`src/rtl/cv32e40p_mult_arbiter.sv`:
```
// ---------------------------------------------------------------------------
// cv32e40p_mult_arbiter
//
// Shares one multiplier between two requesters: index 0 is the core EX stage
// and index 1 is an auxiliary port. The arbiter accepts one operation at a
// time and holds all of its fields in registers. It drives them to the
// multiplier until the multiplier reports ready. It then registers the result
// and returns it to the requester that issued the operation.
//
// Configuration:
//   CV32E40P_MULT_ARB_RR_EN  defined   -> round-robin arbitration between the
//                                         two requesters
//                            undefined -> fixed priority; requester 0 always
//                                         wins and no pointer register exists
//
// Ports:
//   clk, rst_n                 clock, asynchronous active-low reset
//   req_valid_i/req_ready_o    per-requester operation handshake (2 bits)
//   req_operator_i             per-requester operator (2 x mul_opcode_e)
//   req_op_a/b/c_i             per-requester operands (2 x 32)
//   req_imm_i                  per-requester shift/round immediate (2 x 5)
//   req_short_signed_i         per-requester signedness (2 x 2)
//   req_short_subword_i        per-requester subword select (2 x 1)
//   mult_enable_o              multiplier enable, high while an op is issued
//   mult_*_o                   latched operation driven to the multiplier
//   mult_ready_i/mult_result_i multiplier result handshake
//   mult_ex_ready_o            result-consumed strobe back to the multiplier
//   rsp_valid_o/rsp_ready_i    per-requester response handshake (2 bits)
//   rsp_result_o               registered result (32)
// ---------------------------------------------------------------------------

package cv32e40p_mult_arbiter_pkg;

  typedef enum logic [2:0] {
    MUL_MAC32 = 3'b000,
    MUL_MSU32 = 3'b001,
    MUL_I     = 3'b010,
    MUL_IR    = 3'b011,
    MUL_DOT8  = 3'b100,
    MUL_DOT16 = 3'b101,
    MUL_H     = 3'b110
  } mul_opcode_e;

endpackage

module cv32e40p_mult_arbiter
  import cv32e40p_mult_arbiter_pkg::*;
(
  input  logic                   clk,
  input  logic                   rst_n,

  input  logic        [1:0]      req_valid_i,
  output logic        [1:0]      req_ready_o,
  input  mul_opcode_e [1:0]      req_operator_i,
  input  logic        [1:0][31:0] req_op_a_i,
  input  logic        [1:0][31:0] req_op_b_i,
  input  logic        [1:0][31:0] req_op_c_i,
  input  logic        [1:0][4:0]  req_imm_i,
  input  logic        [1:0][1:0]  req_short_signed_i,
  input  logic        [1:0]      req_short_subword_i,

  output logic                   mult_enable_o,
  output mul_opcode_e            mult_operator_o,
  output logic        [31:0]     mult_op_a_o,
  output logic        [31:0]     mult_op_b_o,
  output logic        [31:0]     mult_op_c_o,
  output logic        [4:0]      mult_imm_o,
  output logic        [1:0]      mult_short_signed_o,
  output logic                   mult_short_subword_o,
  input  logic                   mult_ready_i,
  input  logic        [31:0]     mult_result_i,
  output logic                   mult_ex_ready_o,

  output logic        [1:0]      rsp_valid_o,
  output logic        [31:0]     rsp_result_o,
  input  logic        [1:0]      rsp_ready_i
);

  typedef enum logic [1:0] {
    IDLE  = 2'd0,
    ISSUE = 2'd1,
    RESP  = 2'd2
  } state_e;

  state_e      state_q, state_d;

  // Latched operation, owner and result
  logic        owner_q;
  mul_opcode_e op_q;
  logic [31:0] op_a_q, op_b_q, op_c_q;
  logic [4:0]  imm_q;
  logic [1:0]  short_signed_q;
  logic        short_subword_q;
  logic [31:0] result_q;

  logic        rsp_done;
  logic        can_accept;
  logic        grant;
  logic        grant_id;

`ifdef CV32E40P_MULT_ARB_RR_EN
  // Requester that wins the next contention
  logic        rr_q;
`endif

  // -------------------------------------------------------------------------
  // Arbitration
  // -------------------------------------------------------------------------
  always_comb begin : grant_logic
    // A new operation can be taken when idle, or in the same cycle the owner
    // consumes its response, so back-to-back operations lose no cycle.
    rsp_done   = (state_q == RESP) && rsp_ready_i[owner_q];
    can_accept = (state_q == IDLE) || rsp_done;
    // Gating with rst_n keeps req_ready_o low while reset is held even
    // though it is a combinational function of req_valid_i.
    grant      = rst_n && can_accept && (req_valid_i != 2'b00);
`ifdef CV32E40P_MULT_ARB_RR_EN
    grant_id   = (req_valid_i == 2'b11) ? rr_q : req_valid_i[1];
`else
    grant_id   = ~req_valid_i[0];
`endif
  end

  // -------------------------------------------------------------------------
  // FSM: state register
  // -------------------------------------------------------------------------
  always_ff @(posedge clk or negedge rst_n) begin : state_reg
    if (!rst_n) begin
      state_q <= IDLE;
    end else begin
      // NOTE: sequential state uses non-blocking assignments so every flop
      // samples pre-edge values, independent of process evaluation order.
      state_q <= state_d;
    end
  end

  // -------------------------------------------------------------------------
  // FSM: next state
  // -------------------------------------------------------------------------
  always_comb begin : next_state
    // NOTE: a default before the case gives every path a value, so no latch
    // is inferred for state_d.
    state_d = state_q;
    case (state_q)
      IDLE:    if (grant)        state_d = ISSUE;
      ISSUE:   if (mult_ready_i) state_d = RESP;
      RESP:    if (rsp_done)     state_d = grant ? ISSUE : IDLE;
      default:                   state_d = IDLE;
    endcase
  end

  // -------------------------------------------------------------------------
  // FSM: outputs
  // -------------------------------------------------------------------------
  always_comb begin : fsm_outputs
    req_ready_o = 2'b00;
    if (grant) req_ready_o[grant_id] = 1'b1;

    mult_enable_o   = (state_q == ISSUE);
    mult_ex_ready_o = (state_q == ISSUE) && mult_ready_i;

    rsp_valid_o = 2'b00;
    if (state_q == RESP) rsp_valid_o[owner_q] = 1'b1;
  end

  // -------------------------------------------------------------------------
  // Operation, owner and result registers
  // -------------------------------------------------------------------------
  always_ff @(posedge clk or negedge rst_n) begin : op_regs
    if (!rst_n) begin
      // NOTE: these are plain registers, not a memory array. They are reset
      // so that every multiplier-facing and response output reads zero
      // while reset is held, and a discarded operation leaves no trace.
      owner_q         <= 1'b0;
      op_q            <= MUL_MAC32;
      op_a_q          <= '0;
      op_b_q          <= '0;
      op_c_q          <= '0;
      imm_q           <= '0;
      short_signed_q  <= '0;
      short_subword_q <= 1'b0;
      result_q        <= '0;
    end else begin
      if (grant) begin
        owner_q         <= grant_id;
        op_q            <= req_operator_i[grant_id];
        op_a_q          <= req_op_a_i[grant_id];
        op_b_q          <= req_op_b_i[grant_id];
        op_c_q          <= req_op_c_i[grant_id];
        imm_q           <= req_imm_i[grant_id];
        short_signed_q  <= req_short_signed_i[grant_id];
        short_subword_q <= req_short_subword_i[grant_id];
      end
      if (mult_ex_ready_o) result_q <= mult_result_i;
    end
  end

`ifdef CV32E40P_MULT_ARB_RR_EN
  // The pointer moves on every grant, including uncontended ones, so the
  // requester that was just served yields the next contention.
  always_ff @(posedge clk or negedge rst_n) begin : rr_reg
    if (!rst_n) begin
      rr_q <= 1'b0;
    end else if (grant) begin
      rr_q <= ~grant_id;
    end
  end
`endif

  // The multiplier sees only the latched copy, so it stays stable for the
  // whole operation whatever the requesters do meanwhile.
  assign mult_operator_o      = op_q;
  assign mult_op_a_o          = op_a_q;
  assign mult_op_b_o          = op_b_q;
  assign mult_op_c_o          = op_c_q;
  assign mult_imm_o           = imm_q;
  assign mult_short_signed_o  = short_signed_q;
  assign mult_short_subword_o = short_subword_q;
  assign rsp_result_o         = result_q;

endmodule

```
`config.mk`:
```
export PLATFORM = sky130hd
export DESIGN_NAME = cv32e40p_mult_arbiter
export DESIGN_NICKNAME = d
export VERILOG_FILES = /design/src/rtl/cv32e40p_mult_arbiter.sv
export SDC_FILE = /design/constraint.sdc
export NUM_CORES = 1
export LEC_CHECK = 0
export BUFFER_PORTS_ARGS = -buffer_cell sky130_fd_sc_hd__clkbuf_2
export CORE_AREA = 10 10 145 147
export DETAILED_ROUTE_END_ITERATION = 12
export DIE_AREA = 0 0 155 157
export PLACE_DENSITY = 0.7
export REMOVE_ABC_BUFFERS = 1
export SYNTH_ARGS = -nofsm -noshare
export SYNTH_HDL_FRONTEND = slang
export SYNTH_SLANG_ARGS = --single-unit
```
`constraint.sdc`:
```
create_clock -name clk -period 5.05 [get_ports clk]
set_clock_uncertainty 0.05 [all_clocks]
set_input_delay 0.2525 -clock clk [delete_from_list [all_inputs] [get_ports clk]]
set_output_delay 0.2525 -clock clk [all_outputs]
set_load 0.02 [all_outputs]
```
==> results of run 1 <==
## power by group
part	switching, mW	internal, mW	total (mW)	leakage [nW]
clock network	0.484	0.793	1.28	0.286
logic	1.41	1.06	2.47	2.79
registers	0.315	1.72	2.03	1.66
## cell usage after synthesis, types with 2 or more instances
master / instances
buf_1: 5
buf_2: 11
buf_6: 4
clkbuf_1: 7
dfrtp_1: 142
inv_1: 4
mux2_2: 227
mux2_4: 20
nand2_1: 2
nor3_1: 2
o21ai_0: 2
## area by class of cell
class	instances	area share, %
clock inverter	12	1.694
clock buffer	19	4.649
inverter	4	0.1576
sequential	142	37.29
timing repair buffer	408	22.13
multi-input combinational	262	31.00
tap	234	3.073
## per-stage QoR
| step | cell area, um2 | utilization [%] |
|---|---|---|
| after floorplan | 6515 | - |
| after global placement | 8853 | 48.30 |
| after detailed placement | 8853 | 48.30 |
| after CTS | 9528 | 51.98 |
| after global routing | 9528 | 51.98 |
| final | 9528 | 51.98 |
## worst paths after layout
path / startpoint / endpoint / slack, ps / depth (start not counted)
max: rst_n / req_ready_o[0] / 1910 / 6
min: mult_result_i[7] / rsp_result_o[7] / 20 / 2
max reg2reg: state_q[0] / mult_op_c_o[30] / 2680 / 4
min reg2reg: mult_op_c_o[18] / mult_op_c_o[18] / 450 / 1
max in group asynchronous: rst_n / mult_op_c_o[19] / 3280 / 3
min in group asynchronous: rst_n / rsp_result_o[7] / 390 / 2
## per-layer routing
metal,part of all wire [%],track usage (%)
met1,36,16.01
met2,53,29.28
met3,10,8.242
met4,1.2,3.869
met5,0,0
## sequential cells by signal, indices dropped and copies added, names as in the netlist
name,flops
mult_op_b_o,32
rsp_result_o,32
mult_short_signed_o,2
mult_op_c_o,32
owner_q,1
mult_op_a_o,32
state_q,2
mult_imm_o,5
mult_short_subword_o,1
mult_operator_o,3
## critical path, stage by stage
cell,delay (ps)
dlygate4sd3_1,550
buf_6,550
nor2b_1,340
o211a_4,640
and2_1,210
clkbuf_2,170
## cells by family after synthesis
group           after synthesis  share of synthesized area, %
simple gates                  9                        0.6953
mux                         247                         42.89
compound gates                6                        0.6576
flops                       142                         53.35
buf+inv                      31                         2.405
## timing repair
| action | 4_1_cts | 5_1_grt |
|---|---|---|
| endpoints found under the setup margin | 0 | 0 |
| hold endpoints to repair | 88 | 0 |
| hold buffers | 7 | 0 |
==> reports/metrics.cfg, run 1 <==
[detailed_routing]
viasPerCell=4.651
drc_errors=0
drt_first_pass_iters=4
routed_wl_mm=20.53
antenna_left=0
drt_iter0_drc=116
via_count=5028
wl_per_cell_um=18.99

[status]
status=completed

[clock_network]
path_clk_slew_ps=60
cts_buffers=17
insertion_delay_ps=400
cts_resized=0
postCtsSetupBuffers=0
cts_tree=done
clk_path_buf_depth=2
cts_sinks=142
h-tree-depth=4
cts-root-buf=clkbuf_16

[grt]
overflow=0
antenna_found_initial=0
grt_max_degree=85
grt_pass1_vias=5578
grt_pass1_wl_mm=30.82
track_usage_pct=16.15

[final_layout]
nets=1088
final-seq-area_mm2=0.003553
fill_cells=1647
mostFrequentLayoutCells=395 x clkbuf_2, 227 x mux2_2, 142 x dfrtp_1, 20 x mux2_4, 17 x clkbuf_16
stdcell_count=1081
num_antenna_cells=0
final_common_cell=clkbuf_2
syn_to_final_growth_pct=43.06
multi_input_area_mm2=0.002954
drive_gt1_share_pct=80.40

[logic_synthesis]
async_flop_share_pct=100.0
synth_top_cell_by_area=dfrtp_1
ys.flop_type=dfrtp_1
avgSynthCellArea_um2=15.31
yosysTopAreaCellShare_pct=53.35
ys_ff_latch=142
postSynthCellCount=435
ys_warn_count=0
synth_cell_type_count=20
synth_edf_count=0
ys_seq_area_share_pct=53.35
mappedNetlistArea_mm2=0.006660
synth_area_leaders=dfrtp_1 53%, mux2_2 38%, mux2_4 4.5%

[floorplanning]
die_h_um=157
fp-row-count=50
core-area_mm2=0.01833
die_x_um=155
io_pins=398
start_util_pct=36.33
die_area_mm2=0.02434

[pwr]
vdd_drop_max_uv=405.4
p_total_mw=5.783
power_density_mw_per_mm2=607.0
leakagePower_nw=4.743

[sta]
rsz0062_at_grt=false
layout_setup_ws_ps=1906
period_needed_ps=3144
setup_viol=0
relSlewSlack_pct=48.31
period_share_pct=62.26
tightest_slew_ps=775.4
fmax_ghz=0.3181
setup-tns-final_ps=0
hold_viol_final=0
holdWs_ps=23.93
drv_slew=0

[min_path]
hp-class=input port to flop

[placed_design]
dp_hpwl_mm=16.67
pre_cts_ws_ps=2133
place_inst=1043
portBuffers=397
gp_congestion=0.7618

[critical_path]
required_ps=4750
cp_max_fo=84
setup.worst_path.start_class=input port
arrival_ps=2840
worstSetupPathType=input port to primary output
crit_path_end_kind=primary output

[flow_run]
drv_cap=0

(Power assumes the default switching activity.)
==> inputs of run 2 (changes only) <==
- ABC_AREA: unset -> 1
- CORE_AREA: 10 10 145 147 -> 10 10 146 148
- DIE_AREA: 0 0 155 157 -> 0 0 156 158
- PLACE_DENSITY: 0.7 -> 0.73
- clock period: 5.05 -> 2.8 ns (I/O delays scaled with it)
==> run 2 against run 1 <==
  * Clock-buffer cell count is the same
  * Sequential power increased by 76%
  * Final area up 11%
  * Routed wire length grew 36%
  * Hold slack lost 13 ps
  * Utilization increased by 5.4 points
  * Non-clock buffer count up 102
  * Synthesized area increased by 2.6%
  * Combinational power grew 84%
  * Via count is 60% higher
  * Die area grew 1.3%
  * Register-to-register slack got worse by 1600 ps
  * Critical path type unchanged
  * Largest cell class unchanged
==> reports/metrics.cfg, run 2 <==
[status]
status=completed

[grt]
grt_max_degree=108  ; +27%
overflow=0  ; unchanged
grt_pass1_vias=8008  ; +44%
track_usage_pct=21.77  ; +5.6 points
antenna_found_initial=2  ; +2
grt_pass1_wl_mm=42.82  ; +39%

[placed_design]
place_area_mm2=0.009027  ; +2.0%
place_inst=1552  ; +49%
gp_congestion=0.8542  ; +12%
portBuffers=397  ; unchanged
dp_hpwl_mm=19.55  ; +17%
pre_cts_ws_ps=875.2  ; -1258 ps

[logic_synthesis]
synth_cell_type_count=11  ; -45%
ys.flop_type=dfrtp_1
ys_warn_count=0  ; unchanged
ys_seq_area_share_pct=52.01  ; -1.3 points
synth_top_cell_by_area=dfrtp_1
async_flop_share_pct=100.0  ; unchanged
synthTopCellsByCount=638 x nand2_1, 142 x dfrtp_1, 109 x nand3_1, 38 x clkbuf_1, 22 x buf_2
postSynthCellCount=968  ; +120%
synth_edf_count=0  ; unchanged
mappedNetlistArea_mm2=0.006833  ; +2.6%
synth_most_common_cell=nand2_1
synth_area_leaders=dfrtp_1 52%, nand2_1 35%, nand3_1 8.0%
yosysTopAreaCellShare_pct=52.01  ; -1.3 points
ys_ff_latch=142  ; unchanged
avgSynthCellArea_um2=7.059  ; -54%

[detailed_routing]
drt_first_pass_iters=5  ; +1
wl_per_cell_um=16.63  ; -12%
viasPerCell=4.786  ; +2.9%
drt_iter0_drc=423  ; +260%
routed_wl_mm=27.96  ; +36%
via_count=8046  ; +60%
drc_errors=0  ; unchanged
antenna_left=0  ; unchanged

[critical_path]
cpMostUsedCell=inv_1
crit_path_end_kind=primary output
crit_path_cell_trace=dlygate4sd3_1, buf_6, inv_1, nor3_4, buf_4, nand3_1, inv_1, clkbuf_2
crit_family=buffers and inverters
setup.worst_path.start_class=input port
slowest_delay_ps=540  ; -100 ps
worstSetupPathType=input port to primary output
required_ps=2610  ; -2140 ps
cp_max_fo=47  ; -44%
arrival_ps=2130  ; -710 ps
critPathBufInv=6  ; +3
cpMaxStageDelayCell=dlygate4sd3_1

[sta]
layout_setup_ws_ps=483.5  ; -1422 ps
period_needed_ps=2317
fmax_ghz=0.4317
setup_viol=0  ; unchanged
rsz0062_at_grt=false
setup-tns-final_ps=0  ; unchanged
drv_slew=0  ; unchanged
tightest_slew_ps=1067  ; +291.1 ps
relSlewSlack_pct=28.90  ; -19 points
period_share_pct=82.73
hold_viol_final=0  ; unchanged

[pwr]
leakagePower_nw=6.420  ; +35%
vdd_drop_max_uv=474.5  ; +17%
power_density_mw_per_mm2=985.4  ; +62%
p_total_mw=10.44  ; +80%

[clock_network]
insertion_delay_ps=410  ; about the same
path_clk_slew_ps=60  ; about the same
cts_tree=done
postCtsSetupBuffers=0  ; unchanged
cts_buffers=17  ; unchanged
cts_sinks=142  ; unchanged
h-tree-depth=4  ; unchanged
cts-root-buf=clkbuf_16
clk_path_buf_depth=2  ; unchanged

[floorplanning]
start_util_pct=37.02  ; +0.69 points
fp-row-count=50  ; unchanged
die_h_um=158  ; +0.64%
die_area_mm2=0.02465  ; +1.3%
io_pins=398  ; unchanged
die_x_um=156  ; +0.65%
core-area_mm2=0.01846  ; +0.68%

[final_layout]
nets=1686  ; +55%
stdcell_count=1681  ; +56%
final_common_cell=nand2_1
mostFrequentLayoutCells=637 x nand2_1, 395 x clkbuf_2, 142 x dfrtp_1, 108 x nand3_1, 96 x dlygate4sd3_1
design_area_mm2=0.01059  ; +11%
drive_gt1_share_pct=30.93  ; -49 points
syn_to_final_growth_pct=54.99

[flow_run]
drv_cap=0  ; unchanged

[min_path]
hp-class=input port to flop

run 2: cell types whose count changed after synthesis, moves of 4 or more:
cell and change:
buf_2 +11, nor2_1 +4, mux2_4 -20, nand3_1 +109
buf_6 -4, clkbuf_1 +31, mux2_2 -227, nand2_1 +636
run 2: per-layer routing:
layer	vias up	routed length (um)	GRT usage [%]	share of wire, %
li1	3908	-	-	-
met1	3655	10750	24.58	38
met2	419	13480	36.47	48
met3	64	2847	8.114	10
met4	0	884	8.993	3.2
met5	-	0	0	0
run 2: cells by family (layout without fill, tap and decap cells):
family,after synthesis,in the layout,synth area share [%]
DFF,142,142,52.01
buffers and inverters,71,548,4.303
AOI/OAI and AO/OA,2,2,0.1465
other,0,2,0
and+or+nand+nor,753,753,43.55
run 2: worst paths after layout:
check / startpoint / end / slack (ps) / cells past startpoint
worst min register to register: mult_operator_o[0] / mult_operator_o[0] / 420 / 2
min in group asynchronous: rst_n / mult_op_b_o[11] / 40 / 2
max in group asynchronous: rst_n / mult_op_b_o[1] / 1440 / 3
worst min-delay path: req_op_b_i[16] / mult_op_b_o[16] / 10 / 5
worst max register to register: owner_q / mult_op_c_o[8] / 1050 / 6
worst max-delay path: rst_n / req_ready_o[1] / 480 / 8
run 2: timing repair:
action / 4_1_cts / 5_1_grt
gates resized for setup: 0 / 0
hold buffers: 96 / 0
hold endpoints to repair: 142 / 0
run 2: layout make-up:
cell class / instances / area (um2)
fill: 1645 / 7865
sequential: 142 / 3553
timing repair buffer: 510 / 3109
multi-input combinational: 755 / 3005
clock buffer: 19 / 432.9
tap: 234 / 292.8
clock inverter: 12 / 163.9
inverter: 7 / 27.53
antenna: 2 / 5.005
run 2: worst reg2reg max path, cell delays in order, from the launching register on:
cell	delay (ps)
dfrtp_1	420
inv_1	90
nand2_1	90
nand3_4	170
buf_4	550
nand3_1	220
nand2_1	110
run 2: through the flow:
step                      hold WS (ps)  util (%)
final                            10.67     57.38
after floorplan                 -205.6         -
after global routing             15.07     57.38
after global placement          -99.79     48.92
after detailed placement        -91.17     48.92
after CTS                       0.1709     57.36
run 2: report_power, final:
group	total, mW	leakage [nW]	internal [mW]	switching, mW
logic	4.55	4.37	1.44	3.12
clock network	2.30	0.276	1.41	0.894
registers	3.58	1.78	3.00	0.586
total	10.4	6.42	5.84	4.60
